<file path="config.mk">
export PLATFORM = sky130hd
export DESIGN_NAME = reset_sequencer
export DESIGN_NICKNAME = d
export VERILOG_FILES = /design/src/rtl/reset_sequencer_pkg.sv /design/src/rtl/reset_sequencer_sync_debounce.sv /design/src/rtl/reset_sequencer.sv
export SDC_FILE = /design/constraint.sdc
export NUM_CORES = 1
export LEC_CHECK = 0
export CORE_MARGIN = 2
export CORE_UTILIZATION = 56
export CTS_CLUSTER_SIZE = 10
export DETAILED_ROUTE_END_ITERATION = 6
export HOLD_SLACK_MARGIN = 0.05
export PLACE_DENSITY = 0.84
export SLEW_MARGIN = 20
export SYNTH_ARGS = -nofsm -noshare
export SYNTH_HDL_FRONTEND = slang
export SYNTH_SLANG_ARGS = --single-unit
</file>
<file path="constraint.sdc">
create_clock -name clock -period 2.2 [get_ports clock]
set_clock_uncertainty 0.2 [all_clocks]
set_input_delay 0.22 -clock clock [delete_from_list [all_inputs] [get_ports clock]]
set_output_delay 0.22 -clock clock [all_outputs]
set_load 0.005 [all_outputs]
</file>
<file path="src/rtl/reset_sequencer_pkg.sv">
// ============================================================================
// reset_sequencer_pkg : FSM state and reset-cause encodings for reset_sequencer
// Revision: 1.0
// ============================================================================
`default_nettype none

package reset_sequencer_pkg;

  typedef enum logic [1:0] {
    ST_HOLD      = 2'd0,
    ST_WAIT_LOCK = 2'd1,
    ST_STAGING   = 2'd2,
    ST_RUN       = 2'd3
  } state_e;

  typedef enum logic [1:0] {
    CAUSE_POWER = 2'b00,
    CAUSE_KEY   = 2'b01,
    CAUSE_LOCK  = 2'b10,
    CAUSE_SW    = 2'b11
  } cause_e;

  // Width of a counter that must be able to hold the value 'limit'.
  function automatic int cnt_width(input int limit);
    return (limit < 1) ? 1 : $clog2(limit + 1);
  endfunction

endpackage

`default_nettype wire

</file>
<file path="src/rtl/reset_sequencer_sync_debounce.sv">
// ============================================================================
// reset_sequencer_sync_debounce : multi-stage synchroniser with optional
// stability filter (DEBOUNCE_CYCLES=0 gives a plain synchroniser)
// Revision: 1.0
// ============================================================================
`default_nettype none

module reset_sequencer_sync_debounce
  import reset_sequencer_pkg::*;
#(
  parameter int SYNC_STAGES     = 2,
  parameter int DEBOUNCE_CYCLES = 4
) (
  input  logic clock,
  input  logic resetn,
  input  logic din_i,
  output logic dout_o
);

  logic [SYNC_STAGES-1:0] sync_q;
  logic                   w_sync;

  always_ff @(posedge clock or negedge resetn) begin
    if (!resetn) begin
      sync_q <= '0;
    end else begin
      sync_q[0] <= din_i;
      for (int i = 1; i < SYNC_STAGES; i++) begin
        sync_q[i] <= sync_q[i-1];
      end
    end
  end

  assign w_sync = sync_q[SYNC_STAGES-1];

  generate
    if (DEBOUNCE_CYCLES == 0) begin : g_passthru
      assign dout_o = w_sync;
    end else begin : g_debounce
      localparam int CW = cnt_width(DEBOUNCE_CYCLES);

      logic [CW-1:0] cnt_q, cnt_d;
      logic          deb_q, deb_d;

      // Count consecutive disagreeing cycles; any agreeing cycle restarts it.
      always_comb begin
        cnt_d = '0;
        deb_d = deb_q;
        if (w_sync != deb_q) begin
          if (cnt_q == CW'(DEBOUNCE_CYCLES - 1)) begin
            deb_d = w_sync;
          end else begin
            cnt_d = cnt_q + 1'b1;
          end
        end
      end

      always_ff @(posedge clock or negedge resetn) begin
        if (!resetn) begin
          cnt_q <= '0;
          deb_q <= 1'b0;
        end else begin
          cnt_q <= cnt_d;
          deb_q <= deb_d;
        end
      end

      assign dout_o = deb_q;
    end
  endgenerate

endmodule

`default_nettype wire

</file>
<file path="src/rtl/reset_sequencer.sv">
// ============================================================================
// reset_sequencer : merges master, key, PLL-lock and software resets and
// releases NUM_DOMAINS active-low resets in staged order; records last cause
// Revision: 1.0
// ============================================================================
`default_nettype none

module reset_sequencer
  import reset_sequencer_pkg::*;
#(
  parameter int NUM_DOMAINS        = 3,
  parameter int SYNC_STAGES        = 2,
  parameter int DEBOUNCE_CYCLES    = 4,
  parameter int LOCK_STABLE_CYCLES = 8,
  parameter int STAGE_GAP_CYCLES   = 2,
  parameter int MIN_HOLD_CYCLES    = 3
) (
  input  logic                   clock,
  input  logic                   resetn,
  input  logic                   key_resetn,
  input  logic                   pll_locked,
  input  logic                   sw_reset_req,
  output logic [NUM_DOMAINS-1:0] rst_n_out,
  output logic                   ready,
  output logic [1:0]             reset_cause
);

  localparam int HW = cnt_width(MIN_HOLD_CYCLES);
  localparam int LW = cnt_width(LOCK_STABLE_CYCLES);
  localparam int GW = cnt_width(STAGE_GAP_CYCLES);
  localparam int IW = (NUM_DOMAINS > 1) ? $clog2(NUM_DOMAINS) : 1;

  logic w_key_deb;
  logic w_lock_sync;

  reset_sequencer_sync_debounce #(
    .SYNC_STAGES    (SYNC_STAGES),
    .DEBOUNCE_CYCLES(DEBOUNCE_CYCLES)
  ) u_key (
    .clock (clock),
    .resetn(resetn),
    .din_i (key_resetn),
    .dout_o(w_key_deb)
  );

  reset_sequencer_sync_debounce #(
    .SYNC_STAGES    (SYNC_STAGES),
    .DEBOUNCE_CYCLES(0)
  ) u_lock (
    .clock (clock),
    .resetn(resetn),
    .din_i (pll_locked),
    .dout_o(w_lock_sync)
  );

  state_e                 state_q, state_d;
  cause_e                 cause_q, cause_d;
  cause_e                 w_cause;
  logic [HW-1:0]          hold_q, hold_d;
  logic [LW-1:0]          lock_q, lock_d;
  logic [GW-1:0]          gap_q, gap_d;
  logic [IW-1:0]          idx_q, idx_d;
  logic [NUM_DOMAINS-1:0] rst_q, rst_d;
  logic                   w_fault_wait;
  logic                   w_fault_act;

  // Lock loss is only a fault once staging has begun.
  assign w_fault_wait = !w_key_deb || sw_reset_req;
  assign w_fault_act  = !w_key_deb || !w_lock_sync || sw_reset_req;
  assign w_cause      = !w_key_deb   ? CAUSE_KEY  :
                        !w_lock_sync ? CAUSE_LOCK : CAUSE_SW;

  always_comb begin
    state_d = state_q;
    cause_d = cause_q;
    hold_d  = hold_q;
    lock_d  = '0;
    gap_d   = gap_q;
    idx_d   = idx_q;
    rst_d   = rst_q;

    unique case (state_q)
      ST_HOLD: begin
        rst_d = '0;
        if (hold_q == HW'(MIN_HOLD_CYCLES)) begin
          if (w_key_deb) state_d = ST_WAIT_LOCK;
        end else begin
          hold_d = hold_q + 1'b1;
        end
      end

      ST_WAIT_LOCK: begin
        if (w_fault_wait) begin
          state_d = ST_HOLD;
          cause_d = w_key_deb ? CAUSE_SW : CAUSE_KEY;
          hold_d  = '0;
        end else if (w_lock_sync) begin
          if (lock_q == LW'(LOCK_STABLE_CYCLES - 1)) begin
            state_d  = ST_STAGING;
            lock_d   = LW'(LOCK_STABLE_CYCLES);
            idx_d    = '0;
            gap_d    = '0;
            rst_d    = '0;
            rst_d[0] = 1'b1;
          end else begin
            lock_d = lock_q + 1'b1;
          end
        end
      end

      ST_STAGING: begin
        if (w_fault_act) begin
          state_d = ST_HOLD;
          cause_d = w_cause;
          hold_d  = '0;
          gap_d   = '0;
          idx_d   = '0;
          rst_d   = '0;
        end else if (idx_q == IW'(NUM_DOMAINS - 1)) begin
          // Single-domain build: the only bit rose on entry.
          state_d = ST_RUN;
        end else if (gap_q == GW'(STAGE_GAP_CYCLES - 1)) begin
          idx_d        = idx_q + 1'b1;
          gap_d        = '0;
          rst_d[idx_d] = 1'b1;
          if (idx_d == IW'(NUM_DOMAINS - 1)) state_d = ST_RUN;
        end else begin
          gap_d = gap_q + 1'b1;
        end
      end

      ST_RUN: begin
        if (w_fault_act) begin
          state_d = ST_HOLD;
          cause_d = w_cause;
          hold_d  = '0;
          gap_d   = '0;
          idx_d   = '0;
          rst_d   = '0;
        end
      end

      default: begin
        state_d = ST_HOLD;
        hold_d  = '0;
        rst_d   = '0;
      end
    endcase
  end

  always_ff @(posedge clock or negedge resetn) begin
    if (!resetn) begin
      state_q <= ST_HOLD;
      cause_q <= CAUSE_POWER;
      hold_q  <= '0;
      lock_q  <= '0;
      gap_q   <= '0;
      idx_q   <= '0;
      rst_q   <= '0;
    end else begin
      state_q <= state_d;
      cause_q <= cause_d;
      hold_q  <= hold_d;
      lock_q  <= lock_d;
      gap_q   <= gap_d;
      idx_q   <= idx_d;
      rst_q   <= rst_d;
    end
  end

  assign rst_n_out   = rst_q;
  assign ready       = (state_q == ST_RUN);
  assign reset_cause = cause_q;

endmodule

`default_nettype wire
</file>
# Word level (Yosys, flattened, before mapping)
# Index checks and enable logic that the tools add are counted.
dict set report totals {
  reg_bits 25
  output_inout_bits 6
  elab_cells 108
}
dict set report op_classes {
  add_sub_neg 5
  n_lt_le_gt_ge 2
  eq_ne 25
  mux 47
  bitwise_logic 1
  n_reduce_logical 17
}
# operator count
set op_table {}
lappend op_table {{two-way mux 2 bit} 25}
lappend op_table {{two-way mux 3 bit} 9}
lappend op_table {{one-hot mux 2 bit (3 select lines)} 3}
lappend op_table {{two-way mux 4 bit} 4}
lappend op_table {{AND reduction 7 bit} 2}
lappend op_table {{one-hot mux 3 bit (4 select lines)} 1}
lappend op_table {{AND reduction 6 bit} 2}
lappend op_table {{equality test 2 bit (second input constant)} 5}
lappend op_table {{inequality test 2 bit (second input constant)} 5}
lappend op_table {{inequality test 3 bit (second input constant)} 3}
lappend op_table {{inequality test 2 x 1 -> 1 bit (second input constant)} 4}
lappend op_table {{inequality test 4 bit (second input constant)} 2}
lappend op_table {{one-hot mux 2 bit (4 select lines)} 1}
lappend op_table {{adder 2 x 1 -> 2 bit (second input constant)} 3}
lappend op_table {{AND reduction 3 bit} 2}
lappend op_table {{adder 4 x 1 -> 4 bit (second input constant)} 1}
lappend op_table {{equality test 2 x 1 -> 1 bit (second input constant)} 2}
lappend op_table {{equality test 4 x 3 -> 1 bit (second input constant)} 1}
lappend op_table {{one-hot mux 2 bit (2 select lines)} 1}
lappend op_table {{adder 3 x 1 -> 3 bit (second input constant)} 1}
lappend op_table {{equality test 3 x 2 -> 1 bit (second input constant)} 1}
lappend op_table {{logical OR 1 bit} 3}
lappend op_table {{< comparator 2 x 3 -> 1 bit (second input constant)} 1}
lappend op_table {{inequality test 3 x 2 -> 1 bit (second input constant)} 1}
lappend op_table {{other kinds (12)} 14}

# Depth between registers and ports, before layout
# Gate-level depths: netlist (run 1).
dict set report logic_depth {
  depth_word 10
  mapped_depth 6
}

# Hierarchy
# Synthesis (run 1) repeated with hierarchy kept, for this count alone.
dict set report hier_totals {
  cells_unflattened 113
  hier_area_um2 1325.0
}
# module instances cells_each area_each_um2 seq_area_each_um2
set by_module_without_submodules {}
lappend by_module_without_submodules {reset_sequencer 1 98 1058.5 425.4}
lappend by_module_without_submodules {{reset_sequencer_sync_debounce (u_key)} 1 13 216.5 150.1}
lappend by_module_without_submodules {{reset_sequencer_sync_debounce (u_lock)} 1 2 50.0 50.0}

# Worst setup path before layout (run 1)
# Ideal clock, no wire load.
dict set report synth_path {
  path_kind {reg2reg}
  from {register state_q[0]}
  to {register state_q[1]}
  setup_ns 0.083
  t_arrival_ns 1.522
  required_time_ns 1.917
  slack_ns 0.395
  path_stages_with_launch 6
  n_path_buf 0
  cell_sequence {dfrtp_1 -> ha_1 -> and4b_1 -> nor2_1 -> or4b_1 -> o21ai_0}
}
dict set report synth_between {
  elab_chain_len 3
  elab_cells_between_ends 13
}
# element line
set synth_lines {}
lappend synth_lines {{start, declared} reset_sequencer.sv:56} ;# state_e state_q, state_d;
lappend synth_lines {{start signal, assigned} reset_sequencer.sv:161} ;# state_q <= state_d;
lappend synth_lines {{equality test 2 bit *} -}
lappend synth_lines {{via ready} reset_sequencer.sv:24} ;# output logic ready,
lappend synth_lines {{inequality test 2 x 1 -> 1 bit (no line)} -}
lappend synth_lines {{AND reduction 7 bit (no line)} -}
# Mark *: on every way through the listed nets, which the timed path passes. The rest lies on a longest branch.
# A chain may end at the register's enable or synchronous reset.

# Worst setup path in the final report (run 1)
dict set report layout_path {
  from {register state_q[0]}
  to {output ready}
}
dict set report layout_between {
  elab_chain_len 1
}
# element line
set layout_lines {}
lappend layout_lines {{equality test 2 bit} reset_sequencer.sv:172} ;# assign ready = (state_q == ST_RUN);
lappend layout_lines {{end, declared} reset_sequencer.sv:24}
# Every way passes these cells.

==> summary.txt, run 1 <==
Max Fclk -> 496 MHz
Sum Neg Setup Slack -> 0 ns
Fin nets -> 149
Max Cap Viol -> 0
CP Cell Sequence -> ha_1 > clkdlybuf4s50_1
Largest net degree at the start of global routing -> 26
Arr. time, crit path -> 1.59 ns
WP buf/inv -> 1
Area delta synth->final -> 13.9%
Die W -> 51.6 um
Most flops, register -> lock_q
Status -> completed
Main combinational cell family by area after synthesis -> simple AND/OR/NAND/NOR gates
Reg2reg end -> reset_cause[0]
CTS tree -> done
Simple-gate share of the synthesized area -> 17.3%
XOR/XNOR Fraction of Synth Area -> 1.38%
Post-CTS Resized -> 0
Post-synthesis compound-gate area fraction -> 12.2%
1st-iter DRT viols -> 16
Power Dens Cells -> 1030 nW/um^2
Fraction of layout cells with a size suffix above 1 -> 7.58%
Min-delay src -> key_resetn
Worst Max-Slew Pin Slew -> 0.429 ns
Worst setup EP type -> output pin
Starting Density -> 58.4%
Final period util -> 91.6%
Max-slew violation count -> 0
Hold Path Class -> in -> reg
Cells after synthesis -> 116
Tot GR Track Use -> 20.0%
Peak VDD IR -> 637 uV
Final instance area -> 1440 sq um
Slew margin rel. -> 71.2%
Commonest non-fill, non-tap cells in the layout -> dfrtp_1, ha_1, inv_1, clkdlybuf4s50_1, nor2_1
IO Count -> 11
Hold Crit Endpoint -> u_key.sync_q[0]
Mux share of post-synthesis cell area -> 5.04%
DP Cell Count -> 155
Dpl ws -> 0.163 ns
ANT nets after route -> 0
Sequential-to-total area share from yosys stat -> 49.4%
Yosys reg bits -> 25
Placeable Area -> 2170 sq um
Post-CTS setup repair buffer count -> 0
Rows -> 17
Total vias in the final route -> 922
Minimum clock period -> 2.01 ns
Crit path kind -> reg -> out
Final WL -> 2250 um
Clock slew at reported path FFs -> 0.14 ns
Final Hold Viols -> 0
Commonest non-fill, non-tap cell in the layout -> dfrtp_1
Final WS setup -> 0.185 ns
H-Tree Depth -> 1
IO buf count -> 10
Netlist cell types -> 34
Leak Pwr -> 0.654 nW
Synth warnings -> 0
Pre-Repair DR Iteration Count -> 4
Crit path launch type -> register
WL/cell -> 14.1 um
GPL Wtd Cong -> 0.836
Total power -> 1.48 mW
Critical path fanouts, max -> 5
DR vias/cell -> 5.76
Root Buffer -> clkbuf_4
Synth Cell Area -> 1270 sq um
Antenna violations before repair -> 0
Die area -> 2660 sq um
DP Area -> 1410 sq um
Critical path depth in cells -> 2
Die height -> 51.6 um
Syn_nets -> 132
Crit path max-delay family -> buffers and inverters
Mean Syn Cell Area -> 10.9 sq um
Ant diodes -> 0
CP peak stage delay -> 0.53 ns
Worst Setup SP -> state_q[0]
Slowest CP cell -> clkdlybuf4s50_1
Critical Path RT -> 1.78 ns
DRC violations left -> 0
Clk Latency, worst-skew pair -> 0.33 ns
FF-to-FF setup slack -> 0.19 ns
R2R cell count -> 6
Global-route wire length before repair -> 3970 um
CTS buffer count -> 3
Critical R2R Launch -> state_q[0]
Hold Path Depth -> 1
Max reg flops -> 4
RSZ-0062 raised after global routing -> false
Final-report setup violation count -> 0
Vias in the first global route -> 949
Finished Layout Cells -> 160
Bufs on Longest Clock Path -> 2
Clk sinks -> 25
Post-DP HPWL -> 1690 um
Total grt overflow -> 0
Fraction of the mapped netlist area in adder cells -> 10.9%
-- cell families (layout without fill, tap and decap cells) --
| logic type | count (synthesis) | after routing |
|---|---|---|
| AND/OR/NAND/NOR | 38 | 38 |
| flip-flops | 25 | 25 |
| AO/OA/AOI/OAI | 23 | 23 |
| adder cells (fa/ha/maj) | 11 | 11 |
| buffers and inverters | 11 | 27 |
| multiplexers | 6 | 6 |
| XOR/XNOR | 2 | 2 |
-- Yosys cell counts --
cell type / number / area, sq um
a21oi_1: 6 / 30.0
nand3_1: 5 / 25.0
o211ai_1: 2 / 15.0
a41oi_1: 2 / 17.5
buf_6: 1 / 11.3
ha_1: 11 / 138
o21a_1: 1 / 7.51
and4_1: 1 / 8.76
or3_1: 1 / 6.26
and4b_1: 2 / 20.0
nor2_1: 7 / 26.3
nor2b_1: 3 / 18.8
o2bb2ai_1: 1 / 8.76
mux2i_1: 3 / 30.0
dfrtp_1: 25 / 626
nand2b_1: 2 / 12.5
nor3_1: 3 / 15.0
nand2_1: 6 / 22.5
a21o_1: 1 / 7.51
nor3b_1: 1 / 7.51
inv_1: 10 / 37.5
xnor2_1: 2 / 17.5
a311oi_1: 1 / 8.76
or4b_1: 2 / 20.0
o21ai_0: 4 / 20.0
a31o_2: 1 / 8.76
mux2_2: 3 / 33.8
a2bb2oi_1: 1 / 8.76
o21ai_1: 1 / 5.00
a21boi_0: 1 / 7.51
and3_1: 2 / 12.5
nand4b_1: 2 / 17.5
a22o_1: 1 / 8.76
nor4_1: 1 / 6.26
-- power breakdown --
group	switching, mW	internal (mW)	leakage, nW
logic	0.308	0.314	0.314
registers	0.0898	0.555	0.322
clock network	0.144	0.0683	0.0177
total	0.542	0.937	0.654
-- layout make-up --
cell class                      count  area (sq um)
Fill cell                         173           727
Timing Repair Buffer               13           125
Multi-Input combinational cell     80           592
Clock inverter                      1          5.00
Inverter                           10          37.5
Sequential cell                    25           626
Tap cell                           28          35.0
Clock buffer                        3          22.5
-- what timing repair did --
| action | 4_1_cts | 5_1_grt |
|---|---|---|
| endpoints found under the setup margin | 0 | 0 |
| hold endpoints to repair | 25 | 0 |
| hold buffers | 1 | 0 |
-- stage by stage --
stage / utilization, % / hold WS, ns
3_3_place_gp: 64.8 / 0.132
4_1_cts: 66.5 / 0.112
5_1_grt: 66.5 / 0.104
2_1_floorplan: - / -0.276
6_report: 66.5 / 0.108
3_5_place_dp: 64.8 / 0.140
-- per-layer routing --
layer	vias to the layer above	wire (um)	track usage (%)
li1	451	-	-
met1	443	1060	25.4
met2	25	1090	34.4
met3	3	77	2.59
met4	0	23	7.89
met5	-	0	0
-- worst max path at each step --
stage / end / slack, ns
final: ready / 0.19
after detailed placement: rst_n_out[0] / 0.16
after CTS: ready / 0.21
after global routing: reset_cause[0] / 0.04
after global placement: rst_n_out[0] / 0.17
after floorplan: state_q[1] / 0.40
Note: power is estimated with default switching activity, not from simulation.
==> inputs of run 2 (changes only) <==
--- a/config.mk
+++ b/config.mk
@@ -5,12 +5,14 @@
 export SDC_FILE = /design/constraint.sdc
 export NUM_CORES = 1
 export LEC_CHECK = 0
+export CELL_PAD_IN_SITES_DETAIL_PLACEMENT = 0
+export CELL_PAD_IN_SITES_GLOBAL_PLACEMENT = 1
 export CORE_MARGIN = 2
-export CORE_UTILIZATION = 56
+export CORE_UTILIZATION = 44
 export CTS_CLUSTER_SIZE = 10
 export DETAILED_ROUTE_END_ITERATION = 6
 export HOLD_SLACK_MARGIN = 0.05
-export PLACE_DENSITY = 0.84
+export PLACE_DENSITY = 0.83
 export SLEW_MARGIN = 20
 export SYNTH_ARGS = -nofsm -noshare
 export SYNTH_HDL_FRONTEND = slang
==> run 2 against run 1 <==
Compared with the run above:
- count of clock-buffer cells in the layout unchanged
- worst setup slack improved by 0.044 ns
- largest cell class unchanged
- sequential power about the same
==> summary.txt, run 2 (synthesis results as in run 1) <==
Clock power frac -> 13.9% (was 14.4%)
Final WS setup -> 0.229 ns (was 0.185 ns)
Max Cap Viol -> 0 (unchanged)
Largest net degree at the start of global routing -> 26 (unchanged)
WL/cell -> 14.8 um (was 14.1 um)
Die area -> 3320 sq um (was 2660 sq um)
Total grt overflow -> 0 (unchanged)
Multi-input gate area -> 592 sq um (unchanged)
Dpl ws -> 0.138 ns (was 0.163 ns)
Peak VDD IR -> 592 uV (was 637 uV)
DRC violations left -> 0 (unchanged)
IO buf count -> 10 (unchanged)
R2R cell count -> 6 (unchanged)
Clock slew at reported path FFs -> 0.14 ns (about the same)
Worst Setup SP -> state_q[0] (unchanged)
Fin nets -> 148 (was 149)
Clk Latency, worst-skew pair -> 0.32 ns (was 0.33 ns)
CTS buffer count -> 3 (unchanged)
Bufs on Longest Clock Path -> 2 (unchanged)
Max-slew violation count -> 0 (unchanged)
Minimum clock period -> 1.97 ns (was 2.01 ns)
Rows -> 19 (was 17)
Max Fclk -> 507 MHz (was 496 MHz)
Sw Ratio -> 36.7% (was 36.6%)
Crit path kind -> reg -> reg (was reg -> out)
Setup crit end -> reset_cause[0] (was ready)
Core Util, Final -> 52.5% (was 66.5%)
Worst setup EP type -> register (was output pin)
Critical R2R Launch -> state_q[0] (unchanged)
Critical path fanouts, max -> 5 (unchanged)
Power Dens Cells -> 1030 nW/um^2 (about the same)
P_sw -> 0.543 mW (was 0.542 mW)
Sum Neg Setup Slack -> 0 ns (unchanged)
Post-DP HPWL -> 1770 um (was 1690 um)
Commonest non-fill, non-tap cells in the layout -> dfrtp_1, ha_1, inv_1, clkdlybuf4s50_1, nor2_1 (unchanged)
RSZ-0062 raised after global routing -> false (unchanged)
Post-CTS Resized -> 0 (unchanged)
Reg2reg end -> reset_cause[0] (unchanged)
Filler cell count -> 243 (was 173)
ANT nets after route -> 0 (unchanged)
Leak Pwr -> 0.650 nW (was 0.654 nW)
Max reg flops -> 4 (unchanged)
FF+latch area -> 626 sq um (unchanged)
Area delta synth->final -> 13.4% (was 13.9%)
Finished Layout Cells -> 162 (was 160)
CTS Hold Bufs -> 0 (was 1)
Die height -> 57.6 um (was 51.6 um)
Antenna violations before repair -> 0 (unchanged)
GPL Wtd Cong -> 0.820 (was 0.836)
IO Count -> 11 (unchanged)
FF-to-FF setup slack -> 0.23 ns (was 0.19 ns)
Worst Max-Slew Pin Slew -> 0.431 ns (was 0.429 ns)
Global-route wire length before repair -> 4280 um (was 3970 um)
Final-report setup violation count -> 0 (unchanged)
Most flops, register -> lock_q (unchanged)
CTS tree -> done (unchanged)
DR vias/cell -> 5.68 (was 5.76)
Arr. time, crit path -> 1.99 ns (was 1.59 ns)
Total vias in the final route -> 920 (was 922)
Starting Density -> 46.3% (was 58.4%)
Pre-Repair DR Iteration Count -> 4 (unchanged)
Seq pwr share -> 43.6% (about the same)
Placeable Area -> 2730 sq um (was 2170 sq um)
H-Tree Depth -> 1 (unchanged)
Status -> completed (unchanged)
Die W -> 57.6 um (was 51.6 um)
Fraction of layout cells with a size suffix above 1 -> 7.63% (was 7.58%)
Final WL -> 2390 um (was 2250 um)
Clk sinks -> 25 (unchanged)
Hold Path Class -> in -> async (was in -> reg)
Critical Path RT -> 2.22 ns (was 1.78 ns)
Tot GR Track Use -> 17.0% (was 20.0%)
Vias in the first global route -> 937 (was 949)
Comb power frac -> 42.5% (was 42.1%)
Internal power -> 0.937 mW (about the same)
Final Hold Viols -> 0 (unchanged)
Fin Hold WS -> 0.0471 ns (was 0.108 ns)
Slew margin rel. -> 71.1% (was 71.2%)
Crit path launch type -> register (unchanged)
Final period util -> 89.6% (was 91.6%)
Commonest non-fill, non-tap cell in the layout -> dfrtp_1 (unchanged)
DP Cell Count -> 158 (was 155)
Post-CTS setup repair buffer count -> 0 (unchanged)
Root Buffer -> clkbuf_4 (unchanged)
Ant diodes -> 0 (unchanged)
1st-iter DRT viols -> 26 (was 16)
[run 2: final cells by class]
| cell class | instances | area share, % |
|---|---|---|
| flip-flops and latches | 25 | 43.6 |
| clock buffers | 3 | 1.57 |
| well taps | 31 | 2.70 |
| clock inverters | 1 | 0.348 |
| inverters | 10 | 2.61 |
| multi-input cells | 80 | 41.2 |
| repair buffers | 12 | 8.01 |
[run 2: power by group through the flow]
stage          registers (mW)  logic, mW  clock network [mW]
2_1_floorplan           0.619      0.465                   0
3_3_place_gp            0.646      0.606                   0
6_report                0.645      0.630               0.205
3_5_place_dp            0.654      0.632                   0
5_1_grt                 0.661      0.721               0.232
4_1_cts                 0.645      0.635               0.214
[run 2: layer usage]
metal  part of all wire [%]  global-route usage, %  up-vias
li1                       -                      -      448
met1                     48                   22.3      446
met2                     46                   27.1       20
met3                    3.5                   2.90        6
met4                    2.9                   8.97        0
met5                      0                      0        -
[run 2: metrics by stage]
| stage | area (sq um) | total power [mW] |
|---|---|---|
| 2_1_floorplan | 1270 | 1.08 |
| 3_3_place_gp | 1410 | 1.25 |
| 3_5_place_dp | 1410 | 1.29 |
| 4_1_cts | 1440 | 1.49 |
| 5_1_grt | 1440 | 1.61 |
| 6_report | 1440 | 1.48 |
[run 2: worst min-delay path by stage]
stage | from | to | slack, ns | depth (start not counted)
finish | resetn | gap_q[1] | 0.05 | 2
global route | resetn | hold_q[0] | 0.06 | 2
CTS | resetn | state_q[1] | 0.06 | 2
detailed placement | u_key.sync_q[0] | u_key.sync_q[1] | 0.14 | 0
global placement | u_lock.sync_q[0] | u_lock.sync_q[1] | 0.13 | 0
floorplan | resetn | gap_q[0] | -0.28 | 0
[run 2: critical path, stage by stage (launching register included)]
cell and delay (ns):
dfrtp_1 0.42, inv_1 0.08, ha_1 0.24, o21ai_0 0.23, a21oi_1 0.17, nor2_1 0.18, mux2_2 0.35
